<file path="src/rtl/risc_mc_pkg.sv">
`default_nettype none
// risc_mc_pkg -- opcodes, instruction field positions and FSM states for risc_mc_core (rev 1.0)
package risc_mc_pkg;

  localparam logic [3:0] OP_LD   = 4'h0;
  localparam logic [3:0] OP_ST   = 4'h1;
  localparam logic [3:0] OP_ADD  = 4'h2;
  localparam logic [3:0] OP_SUB  = 4'h3;
  localparam logic [3:0] OP_INV  = 4'h4;
  localparam logic [3:0] OP_LSL  = 4'h5;
  localparam logic [3:0] OP_LSR  = 4'h6;
  localparam logic [3:0] OP_AND  = 4'h7;
  localparam logic [3:0] OP_OR   = 4'h8;
  localparam logic [3:0] OP_SLT  = 4'h9;
  localparam logic [3:0] OP_BEQ  = 4'hB;
  localparam logic [3:0] OP_BNE  = 4'hC;
  localparam logic [3:0] OP_JMP  = 4'hD;
  localparam logic [3:0] OP_HALT = 4'hF;

  localparam int OPC_HI = 15;
  localparam int OPC_LO = 12;
  localparam int RS1_HI = 11;
  localparam int RS1_LO = 9;
  localparam int RS2_HI = 8;
  localparam int RS2_LO = 6;
  localparam int RD_HI  = 5;
  localparam int RD_LO  = 3;
  localparam int OFF_HI = 5;
  localparam int TGT_HI = 11;

  localparam int NUM_REGS = 8;
  localparam int REG_AW   = 3;

  typedef enum logic [2:0] {
    S_FETCH  = 3'd0,
    S_DECODE = 3'd1,
    S_EXEC   = 3'd2,
    S_MEM    = 3'd3,
    S_WB     = 3'd4,
    S_HALT   = 3'd5
  } state_e;

endpackage
`default_nettype wire

</file>
<file path="src/rtl/risc_mc_regfile.sv">
`default_nettype none
// risc_mc_regfile -- 8 x DATA_W register file, two async reads, one sync write (rev 1.0)
module risc_mc_regfile
  import risc_mc_pkg::*;
#(
  parameter int DATA_W = 16
) (
  input  logic              clk,
  input  logic              rst_n,
  input  logic              we,
  input  logic [REG_AW-1:0] waddr,
  input  logic [DATA_W-1:0] wdata,
  input  logic [REG_AW-1:0] raddr1,
  output logic [DATA_W-1:0] rdata1,
  input  logic [REG_AW-1:0] raddr2,
  output logic [DATA_W-1:0] rdata2
);

  logic [NUM_REGS-1:0][DATA_W-1:0] regs_q, regs_d;

  always_comb begin
    regs_d = regs_q;
    if (we) regs_d[waddr] = wdata;
  end

  always_ff @(posedge clk or negedge rst_n) begin
    if (!rst_n) regs_q <= '0;
    else        regs_q <= regs_d;
  end

  assign rdata1 = regs_q[raddr1];
  assign rdata2 = regs_q[raddr2];

endmodule
`default_nettype wire

</file>
<file path="src/rtl/risc_mc_core.sv">
`default_nettype none
// risc_mc_core -- multi-cycle RISC core with req/ack instruction and data ports (rev 1.0)
module risc_mc_core
  import risc_mc_pkg::*;
#(
  parameter int DATA_W     = 16,
  parameter int PC_W       = 16,
  parameter int NUM_CHAINS = 4
) (
  input  logic                  clk,
  input  logic                  rst_n,
  input  logic [NUM_CHAINS-1:0] test_si,
  input  logic                  test_se,
  output logic [NUM_CHAINS-1:0] test_so,
  output logic                  imem_req,
  output logic [PC_W-1:0]       imem_addr,
  input  logic [15:0]           imem_rdata,
  input  logic                  imem_ack,
  output logic                  dmem_req,
  output logic                  dmem_we,
  output logic [PC_W-1:0]       dmem_addr,
  output logic [DATA_W-1:0]     dmem_wdata,
  input  logic [DATA_W-1:0]     dmem_rdata,
  input  logic                  dmem_ack,
  output logic                  halted
);

  localparam logic [DATA_W-1:0] DW_MOD = DATA_W'(DATA_W);

  state_e              state_q, state_d;
  logic [PC_W-1:0]     pc_q, pc_d;
  logic [15:0]         ir_q, ir_d;
  logic [DATA_W-1:0]   a_q, a_d, b_q, b_d, res_q, res_d;
  logic                imem_req_q, imem_req_d;
  logic [PC_W-1:0]     imem_addr_q, imem_addr_d;
  logic                dmem_req_q, dmem_req_d;
  logic                dmem_we_q, dmem_we_d;
  logic [PC_W-1:0]     dmem_addr_q, dmem_addr_d;
  logic [DATA_W-1:0]   dmem_wdata_q, dmem_wdata_d;
  logic                halted_q, halted_d;

  logic [3:0]          opcode;
  logic [REG_AW-1:0]   rs1, rs2, rd;
  logic [5:0]          off6;
  logic [11:0]         target;
  logic [DATA_W-1:0]   off_ext, ea, shamt, alu_res;
  logic [PC_W-1:0]     off_pc, jmp_pc;
  logic [DATA_W-1:0]   rf_rdata1, rf_rdata2;
  logic                rf_we;
  logic [REG_AW-1:0]   rf_waddr;
  logic                unused_ok;

  assign opcode  = ir_q[OPC_HI:OPC_LO];
  assign rs1     = ir_q[RS1_HI:RS1_LO];
  assign rs2     = ir_q[RS2_HI:RS2_LO];
  assign rd      = ir_q[RD_HI:RD_LO];
  assign off6    = ir_q[OFF_HI:0];
  assign target  = ir_q[TGT_HI:0];
  assign off_ext = {{(DATA_W-6){off6[5]}}, off6};
  assign off_pc  = {{(PC_W-6){off6[5]}}, off6};
  assign ea      = a_q + off_ext;
  assign shamt   = b_q % DW_MOD;

  generate
    if (PC_W > 12) begin : g_jmp_wide
      assign jmp_pc = {pc_q[PC_W-1:12], target};
    end else begin : g_jmp_narrow
      assign jmp_pc = target[PC_W-1:0];
    end
  endgenerate

  risc_mc_regfile #(.DATA_W(DATA_W)) u_regfile (
    .clk    (clk),
    .rst_n  (rst_n),
    .we     (rf_we),
    .waddr  (rf_waddr),
    .wdata  (res_q),
    .raddr1 (rs1),
    .rdata1 (rf_rdata1),
    .raddr2 (rs2),
    .rdata2 (rf_rdata2)
  );

  always_comb begin
    alu_res = '0;
    case (opcode)
      OP_ADD:  alu_res = a_q + b_q;
      OP_SUB:  alu_res = a_q - b_q;
      OP_INV:  alu_res = ~a_q;
      OP_LSL:  alu_res = a_q << shamt;
      OP_LSR:  alu_res = a_q >> shamt;
      OP_AND:  alu_res = a_q & b_q;
      OP_OR:   alu_res = a_q | b_q;
      OP_SLT:  alu_res = {{(DATA_W-1){1'b0}}, ($signed(a_q) < $signed(b_q))};
      default: alu_res = '0;
    endcase
  end

  always_comb begin
    state_d      = state_q;
    pc_d         = pc_q;
    ir_d         = ir_q;
    a_d          = a_q;
    b_d          = b_q;
    res_d        = res_q;
    dmem_we_d    = dmem_we_q;
    dmem_addr_d  = dmem_addr_q;
    dmem_wdata_d = dmem_wdata_q;
    halted_d     = halted_q;
    rf_we        = 1'b0;
    rf_waddr     = rd;

    case (state_q)
      S_FETCH: begin
        if (imem_req_q && imem_ack) begin
          ir_d    = imem_rdata;
          pc_d    = pc_q + PC_W'(1);
          state_d = S_DECODE;
        end
      end
      S_DECODE: begin
        a_d     = rf_rdata1;
        b_d     = rf_rdata2;
        state_d = S_EXEC;
      end
      S_EXEC: begin
        case (opcode)
          OP_LD, OP_ST: begin
            dmem_addr_d  = ea[PC_W-1:0];
            dmem_we_d    = (opcode == OP_ST);
            dmem_wdata_d = b_q;
            state_d      = S_MEM;
          end
          OP_ADD, OP_SUB, OP_INV, OP_LSL, OP_LSR, OP_AND, OP_OR, OP_SLT: begin
            res_d   = alu_res;
            state_d = S_WB;
          end
          OP_BEQ: begin
            if (a_q == b_q) pc_d = pc_q + off_pc;
            state_d = S_FETCH;
          end
          OP_BNE: begin
            if (a_q != b_q) pc_d = pc_q + off_pc;
            state_d = S_FETCH;
          end
          OP_JMP: begin
            pc_d    = jmp_pc;
            state_d = S_FETCH;
          end
          OP_HALT: begin
            halted_d = 1'b1;
            state_d  = S_HALT;
          end
          default: state_d = S_FETCH;
        endcase
      end
      S_MEM: begin
        if (dmem_req_q && dmem_ack) begin
          dmem_we_d = 1'b0;
          if (dmem_we_q) begin
            state_d = S_FETCH;
          end else begin
            res_d   = dmem_rdata;
            state_d = S_WB;
          end
        end
      end
      S_WB: begin
        rf_we    = 1'b1;
        rf_waddr = (opcode == OP_LD) ? rs2 : rd;
        state_d  = S_FETCH;
      end
      S_HALT:  state_d = S_HALT;
      default: state_d = S_FETCH;
    endcase

    // Requests are registered: raise them on the edge that enters the state.
    imem_req_d  = (state_d == S_FETCH);
    imem_addr_d = (state_d == S_FETCH) ? pc_d : imem_addr_q;
    dmem_req_d  = (state_d == S_MEM);
  end

  always_ff @(posedge clk or negedge rst_n) begin
    if (!rst_n) begin
      state_q      <= S_FETCH;
      pc_q         <= '0;
      ir_q         <= '0;
      a_q          <= '0;
      b_q          <= '0;
      res_q        <= '0;
      imem_req_q   <= 1'b0;
      imem_addr_q  <= '0;
      dmem_req_q   <= 1'b0;
      dmem_we_q    <= 1'b0;
      dmem_addr_q  <= '0;
      dmem_wdata_q <= '0;
      halted_q     <= 1'b0;
    end else begin
      state_q      <= state_d;
      pc_q         <= pc_d;
      ir_q         <= ir_d;
      a_q          <= a_d;
      b_q          <= b_d;
      res_q        <= res_d;
      imem_req_q   <= imem_req_d;
      imem_addr_q  <= imem_addr_d;
      dmem_req_q   <= dmem_req_d;
      dmem_we_q    <= dmem_we_d;
      dmem_addr_q  <= dmem_addr_d;
      dmem_wdata_q <= dmem_wdata_d;
      halted_q     <= halted_d;
    end
  end

  assign imem_req   = imem_req_q;
  assign imem_addr  = imem_addr_q;
  assign dmem_req   = dmem_req_q;
  assign dmem_we    = dmem_we_q;
  assign dmem_addr  = dmem_addr_q;
  assign dmem_wdata = dmem_wdata_q;
  assign halted     = halted_q;
  assign test_so    = '0;

  // Scan ports are stitched by the DFT flow; upper effective-address bits are discarded.
  assign unused_ok = &{1'b0, test_si, test_se, ea};

endmodule
`default_nettype wire

</file>
<file path="config.mk">
export PLATFORM = sky130hd
export DESIGN_NAME = risc_mc_core
export DESIGN_NICKNAME = d
export VERILOG_FILES = /design/src/rtl/risc_mc_pkg.sv /design/src/rtl/risc_mc_regfile.sv /design/src/rtl/risc_mc_core.sv
export SDC_FILE = /design/constraint.sdc
export NUM_CORES = 1
export LEC_CHECK = 0
export BUFFER_PORTS_ARGS = -buffer_cell sky130_fd_sc_hd__clkbuf_2
export CAP_MARGIN = 25
export CORE_MARGIN = 2
export CORE_UTILIZATION = 35
export DETAILED_ROUTE_END_ITERATION = 6
export PLACE_DENSITY = 0.48
export SYNTH_ARGS = -nofsm -noshare
export SYNTH_HDL_FRONTEND = slang
export SYNTH_HIERARCHICAL = 1
export SYNTH_SLANG_ARGS = --single-unit
</file>
<file path="constraint.sdc">
create_clock -name clk -period 4.75 [get_ports clk]
set_clock_uncertainty 0.1 [all_clocks]
set_input_delay 0.2375 -clock clk [delete_from_list [all_inputs] [get_ports clk]]
set_output_delay 0.2375 -clock clk [all_outputs]
set_load 0.03 [all_outputs]
</file>
# --- Word-level counts from Yosys, hierarchy flattened ---
# Index checks and enable logic that the tools add are counted.
word_totals:
  input_bits: 41
  output_inout_bits: 56
  ff_bits: 263
  elab_cells: 103
op_classes:
  n_bitwise: 3
  shift: 2
  n_mux: 28
  addsub: 5
  reduce_logical: 14
  n_eq_ne: 25
  magnitude_cmp: 5
ops:
  columns: ["op", "n"]
  rows:
  - ["16-bit 2-to-1 mux", 9]
  - ["128-bit bitwise mux", 1]
  - ["16-bit one-hot mux with 8 select lines", 1]
  - ["16-bit binary-select mux with 3-bit select", 2]
  - ["16-bit one-hot mux with 2 select lines", 2]
  - ["16-bit adder", 3]
  - ["16-bit demux with 3-bit select", 1]
  - ["16-bit one-hot mux with 3 select lines", 1]
  - ["4-bit equality test, second input constant", 6]
  - ["16-bit by 1-bit adder with 16-bit output, second input constant", 1]
  - ["16-bit bitwise AND", 1]
  - ["16-bit equality test", 1]
  - ["4-bit by 3-bit equality test with 1-bit output, second input constant", 4]
  - ["16-bit < comparator", 1]
  - ["16-bit != test", 1]
  - ["16-bit NOT", 1]
  - ["16-bit OR", 1]
  - ["16-bit by 4-bit << shifter with 16-bit output", 1]
  - ["16-bit by 4-bit right shift with 16-bit output", 1]
  - ["16-bit subtractor", 1]
  - ["3-bit 2-to-1 mux", 5]
  - ["3-bit one-hot mux with 5 select lines", 1]
  - ["3-bit by 4-bit < comparator with 1-bit output, second input constant", 3]
  - ["3-bit by 2-bit equality test with 1-bit output, second input constant", 3]
  - ["other kinds (19)", 30]

# --- Logic depth before layout (Yosys ltp) ---
logic_depth:
  depth_word: 8
  mapped_depth: 15
  ltp_nobuf: 12

# --- Hierarchy ---
# The synthesis kept the hierarchy.
by_module_without_submodules:
  columns: ["module", "area_per_inst_um2", "seq_area_each_um2", "instances", "cells_each"]
  rows:
  - ["risc_mc_core", 10711.5, 3378.2, 1, 1286]
  - ["risc_mc_regfile", 6998.0, 3203.1, 1, 393]

# --- Least setup slack after synthesis ---
# No wires, ideal clock.
synth_timing:
  kind: "register to register"
  startpoint: "register b_q[0]"
  endpoint: "register imem_addr_q[4] (netlist: imem_addr[4])"
  path_buffers: 5
  path_slack_ns: 1.340
  setup_ns: 0.125
  stages_incl_launch_ff: 16
  required_time_ns: 4.525
  synth_period_minus_slack_ns: 3.410
  arrival_ns: 3.185
  path_cell_list: "dfrtp_1 -> buf_2 -> buf_2 -> buf_2 -> clkbuf_1 -> inv_1 -> ha_1 -> nor2_1 -> and4bb_1 -> and3_1 -> buf_6 -> o21a_1 -> a22oi_1 -> nor2_1 -> a221o_1 -> mux2_4"
synth_between:
  elab_chain_len: 4
  word_cells_on_any_way: 6
  cone_classes: "eq/ne (2); mux (4)"
synth_lines:
  columns: ["item", "line", "rtl"]
  rows:
  - ["from (decl)", "risc_mc_core.sv:33", "logic [DATA_W-1:0] a_q, a_d, b_q, b_d, res_q, res_d;"]
  - ["from (signal assigned)", "risc_mc_core.sv:189", "b_q <= '0;"]
  - ["from (signal assigned)", "risc_mc_core.sv:203", "b_q <= b_d;"]
  - ["16-bit != test or 16-bit equality test (tied branches)", "risc_mc_core.sv:143, risc_mc_core.sv:139", null]
  - ["16-bit 2-to-1 mux (on tied branches)", "risc_mc_core.sv:143, risc_mc_core.sv:139", null]
  - ["16-bit one-hot mux with 3 select lines (*)", "risc_mc_core.sv:127", "case (opcode)"]
  - ["16-bit one-hot mux with 2 select lines (*)", "risc_mc_core.sv:113", "case (state_q)"]
  - ["net pc_d[4]", "risc_mc_core.sv:31", "logic [PC_W-1:0] pc_q, pc_d;"]
  - ["to (signal assigned)", "risc_mc_core.sv:206", "imem_addr_q <= imem_addr_d;"]
  - ["to (decl)", "risc_mc_core.sv:35", "logic [PC_W-1:0] imem_addr_q, imem_addr_d;"]
# Mark *: on every way through the listed nets, which the timed path passes. The rest lies on a longest branch.
# A chain may end at the register's enable or synchronous reset.

# --- Worst setup path after layout ---
layout_timing:
  startpoint: "register a_q[3]"
  endpoint: "register res_q[9]"
layout_between:
  elab_chain_len: 4
  word_cells_on_any_way: 7
  cone_classes: "add/sub (2); shift (2); mux (3)"
layout_lines:
  columns: ["item", "line", "rtl"]
  rows:
  - ["from (decl)", "risc_mc_core.sv:33", null]
  - ["from (signal assigned)", "risc_mc_core.sv:188", "a_q <= '0;"]
  - ["from (signal assigned)", "risc_mc_core.sv:202", "a_q <= a_d;"]
  - ["16-bit subtractor (tied with other cells)", "risc_mc_core.sv:88", "OP_SUB: alu_res = a_q - b_q;"]
  - ["16-bit one-hot mux with 8 select lines (*)", "risc_mc_core.sv:86", "case (opcode)"]
  - ["16-bit 2-to-1 mux (*)", "risc_mc_core.sv:127", null]
  - ["16-bit one-hot mux with 2 select lines (*)", "risc_mc_core.sv:113", null]
  - ["to (signal assigned)", "risc_mc_core.sv:204", "res_q <= res_d;"]
  - ["to (decl)", "risc_mc_core.sv:33", null]
# Mark *: on every way between the ends. The rest lies on a longest branch, timed or not. The select of a mux whose other input is x is not followed.

==> results.toml <==
[floorplanning]
fp.dieArea_mm2 = 0.0524
die_w_um = 229
fp.dieH_um = 229
rows = 82
ios = 97
core_mm2 = 0.0501
start_util_pct = 35.4

[worst_setup_path]
crit_family = "compound AO/OA/AOI/OAI gates"
crit_type = "reg2reg"
end_kind = "flop"
crit_buf_inv = 3
max_stage_delay_ns = 0.63
path_cells = "inv_1 -> ha_1 -> inv_1 -> a2111oi_0 -> a211oi_1 -> o41ai_1 -> o22a_1 -> a21oi_1 -> a2111oi_0 -> buf_4 -> o21ai_0"
worstPathRequired_ns = 5.06
crit_fanout = 11
slowest_stage = "dfrtp_1"
crit_arrival_ns = 4.21
start_kind = "flop"

[layout]
drive_gt1_share_pct = 23.9
area_growth_pct = 14.3
fill_cells = 4868
layout.nets = 1895

[synthesis]
synthTopCellsByArea = "dfrtp_1 (37%), mux2_2 (12%), mux4_1 (8.3%), ha_1 (5.8%), o21ai_0 (3.4%)"
synth_warnings = 6
yosys.area.top_type_share_pct = 37.2
async_flop_share_pct = 100
syn_area_mm2 = 0.0177
synth_largest_area_cell = "dfrtp_1"
synth_top_flop_cell = "dfrtp_1"
synthCells = 1679
ys_seq_area_share_pct = 37.2
syn_avg_cell_area_um2 = 10.5
ys_ff_latch = 263
synth-edff-count = 0
ys_types = 88

[global_route]
antenna_found_initial = 0
grt.overflow.total = 0
first_global_vias = 13800
grt-busiest-layer = "met2"
grt_util_all_layers_pct = 21.3
grtUsageMet2_pct = 32.7
grt_use_met3_pct = 2.87
use_met1_pct = 31.3
grt_pass1_wl_um = 86300
grt_max_degree = 106

[flow_run]
drv_cap = 0

[sta]
worst_pin_slew_ns = 0.941
finalCritPeriodShare_pct = 82.0
maxSlewHeadroom_pct = 37.3
setup_viol = 0
fin_crit_ns = 3.89
final_hold_viol_count = 0
rsz0062_at_grt = "no"
whs_ns = 0.0337
fmax_ghz = 0.257
tns_ns = 0
slew_viol_final = 0

[detailed_routing]
detailroute.via_count = 13900
dr.pass1.iters = 5
drc_errors = 0
ant_nets = 0
viasPerCell = 5.67
routedWlPerCell_um = 22.7
totalWireLength_um = 55900
drt_iter0_drc = 975

[pwr]
p_leak_nw = 9.12
total_power_mw = 14.4
peakVddDrop_mv = 0.315
powerDensity_mw_per_mm2 = 711

[clock_tree]
postCtsSetupBuffers = 0
clockRootBuffer = "clkbuf_16"
clk_latency_ns = 0.55
path_clk_slew_ns = 0.05
cts_made_buffers = 34
htreeDepth = 2
tritoncts = "done"
cts.path.max_buffers = 3
cts_sinks = 263

[min_path]
min_path_type = "in2reg"

[placed_design]
io_buffers = 87
hpwl_um = 40200
gp_congestion = 0.930

[run_status]
status = "finished clean"
==> sequential cells by signal, indices dropped and copies added (netlist names) <==
register / count
imem_addr: 16
pc_q: 16
res_q: 16
ir_q: 16
u_regfile/regs_q: 128
dmem_we: 1
a_q: 16
halted: 1
imem_req: 1
dmem_req: 1
b_q: 16
state_q: 3
dmem_wdata: 16
dmem_addr: 16
==> layer usage <==
layer / share of wire, % / up-vias / wire [um]
li1: - / 6477 / -
met1: 48 / 7000 / 26900
met2: 44 / 393 / 24700
met3: 4.9 / 78 / 2720
met4: 2.6 / 0 / 1480
met5: 0 / - / 0
==> synth_stat cells (all sizes together), types with 12 or more instances <==
library cell,instances
dfrtp,263
mux2,197
nand2,159
o21ai,129
nor2,113
a21oi,85
ha,82
mux4,71
inv,66
clkbuf,61
buf,44
nor3,41
nand3,28
a211oi,25
mux2i,22
a31oi,15
xnor2,15
xor2,14
o221ai,13
a21o,12
==> stage by stage <==
stage,util (%),cells,setup slack (ns),cell area [um^2]
2_1_floorplan,-,1682,1.34,17700
3_3_place_gp,37.6,2374,1.02,18800
3_5_place_dp,37.6,2375,1.00,18800
4_1_cts,40.4,2460,0.918,20200
5_1_grt,40.4,2460,0.572,20200
6_report,40.4,2461,0.857,20200
==> cell type report <==
type	instances	area, um^2	area share (%)
Clock buffer	45	952	4.70
Multi-Input combinational cell	1248	10400	51.4
Timing Repair Buffer	155	1060	5.24
Tap cell	672	841	4.15
Clock inverter	11	155	0.767
Sequential cell	263	6580	32.5
Antenna cell	1	2.50	0.0124
Inverter	66	248	1.22
==> power breakdown <==
| part | internal, mW | switching, mW |
|---|---|---|
| logic | 3.25 | 4.54 |
| clock network | 1.57 | 1.01 |
| registers | 3.06 | 0.980 |
==> logic make-up (layout without fill, tap and decap cells) <==
logic type | Yosys count | in the layout | share of synthesized area, %
compound gates | 413 | 413 | 15.3
buf+inv | 171 | 277 | 4.51
mux | 290 | 290 | 24.0
other cells | 1 | 5 | 0.0212
fa+ha+maj | 86 | 86 | 6.25
xor+xnor | 29 | 29 | 1.43
simple gates | 426 | 426 | 11.4
flops | 263 | 263 | 37.2
==> repair_timing <==
item                      in CTS  in global routing
hold buffers                  29                  0
hold endpoints to repair     109                  0
resized for setup              0                  0
==> worst reg2reg max path: stages, from the launching register on <==
cell and delay, ns:
dfrtp_1 0.63, inv_1 0.21, ha_1 0.45, inv_1 0.13
a2111oi_0 0.47, a211oi_1 0.21, o41ai_1 0.49, o22a_1 0.22
a21oi_1 0.08, a2111oi_0 0.48, buf_4 0.22, o21ai_0 0.09
==> path summary, 6_finish.rpt <==
| path | start | endpoint | slack [ns] | depth (start not counted) |
|---|---|---|---|---|
| setup / recovery | a_q[3] | res_q[9] | 0.86 | 11 |
| hold / removal | dmem_rdata[9] | res_q[9] | 0.03 | 3 |
| setup reg to reg | a_q[3] | res_q[9] | 0.86 | 11 |
| hold reg to reg | dmem_addr[2] | dmem_addr[2] | 0.37 | 2 |
| max in group asynchronous | rst_n | u_regfile/regs_q[77] | 3.31 | 3 |
| min in group asynchronous | rst_n | imem_addr[5] | 0.21 | 2 |
==> placed cells by master, fill, tap and decap left out, types with 22 or more instances in the layout <==
cell	instances
clkbuf_16	34
nand3_1	28
ha_1	82
mux2_2	196
mux2i_1	22
buf_4	37
nor3_1	40
a211oi_1	25
clkbuf_2	86
inv_1	65
dfrtp_1	261
nor2_1	112
a21oi_1	85
nand2_1	158
dlygate4sd3_1	29
mux4_1	56
o21ai_0	121
(Power assumes the default switching activity.)
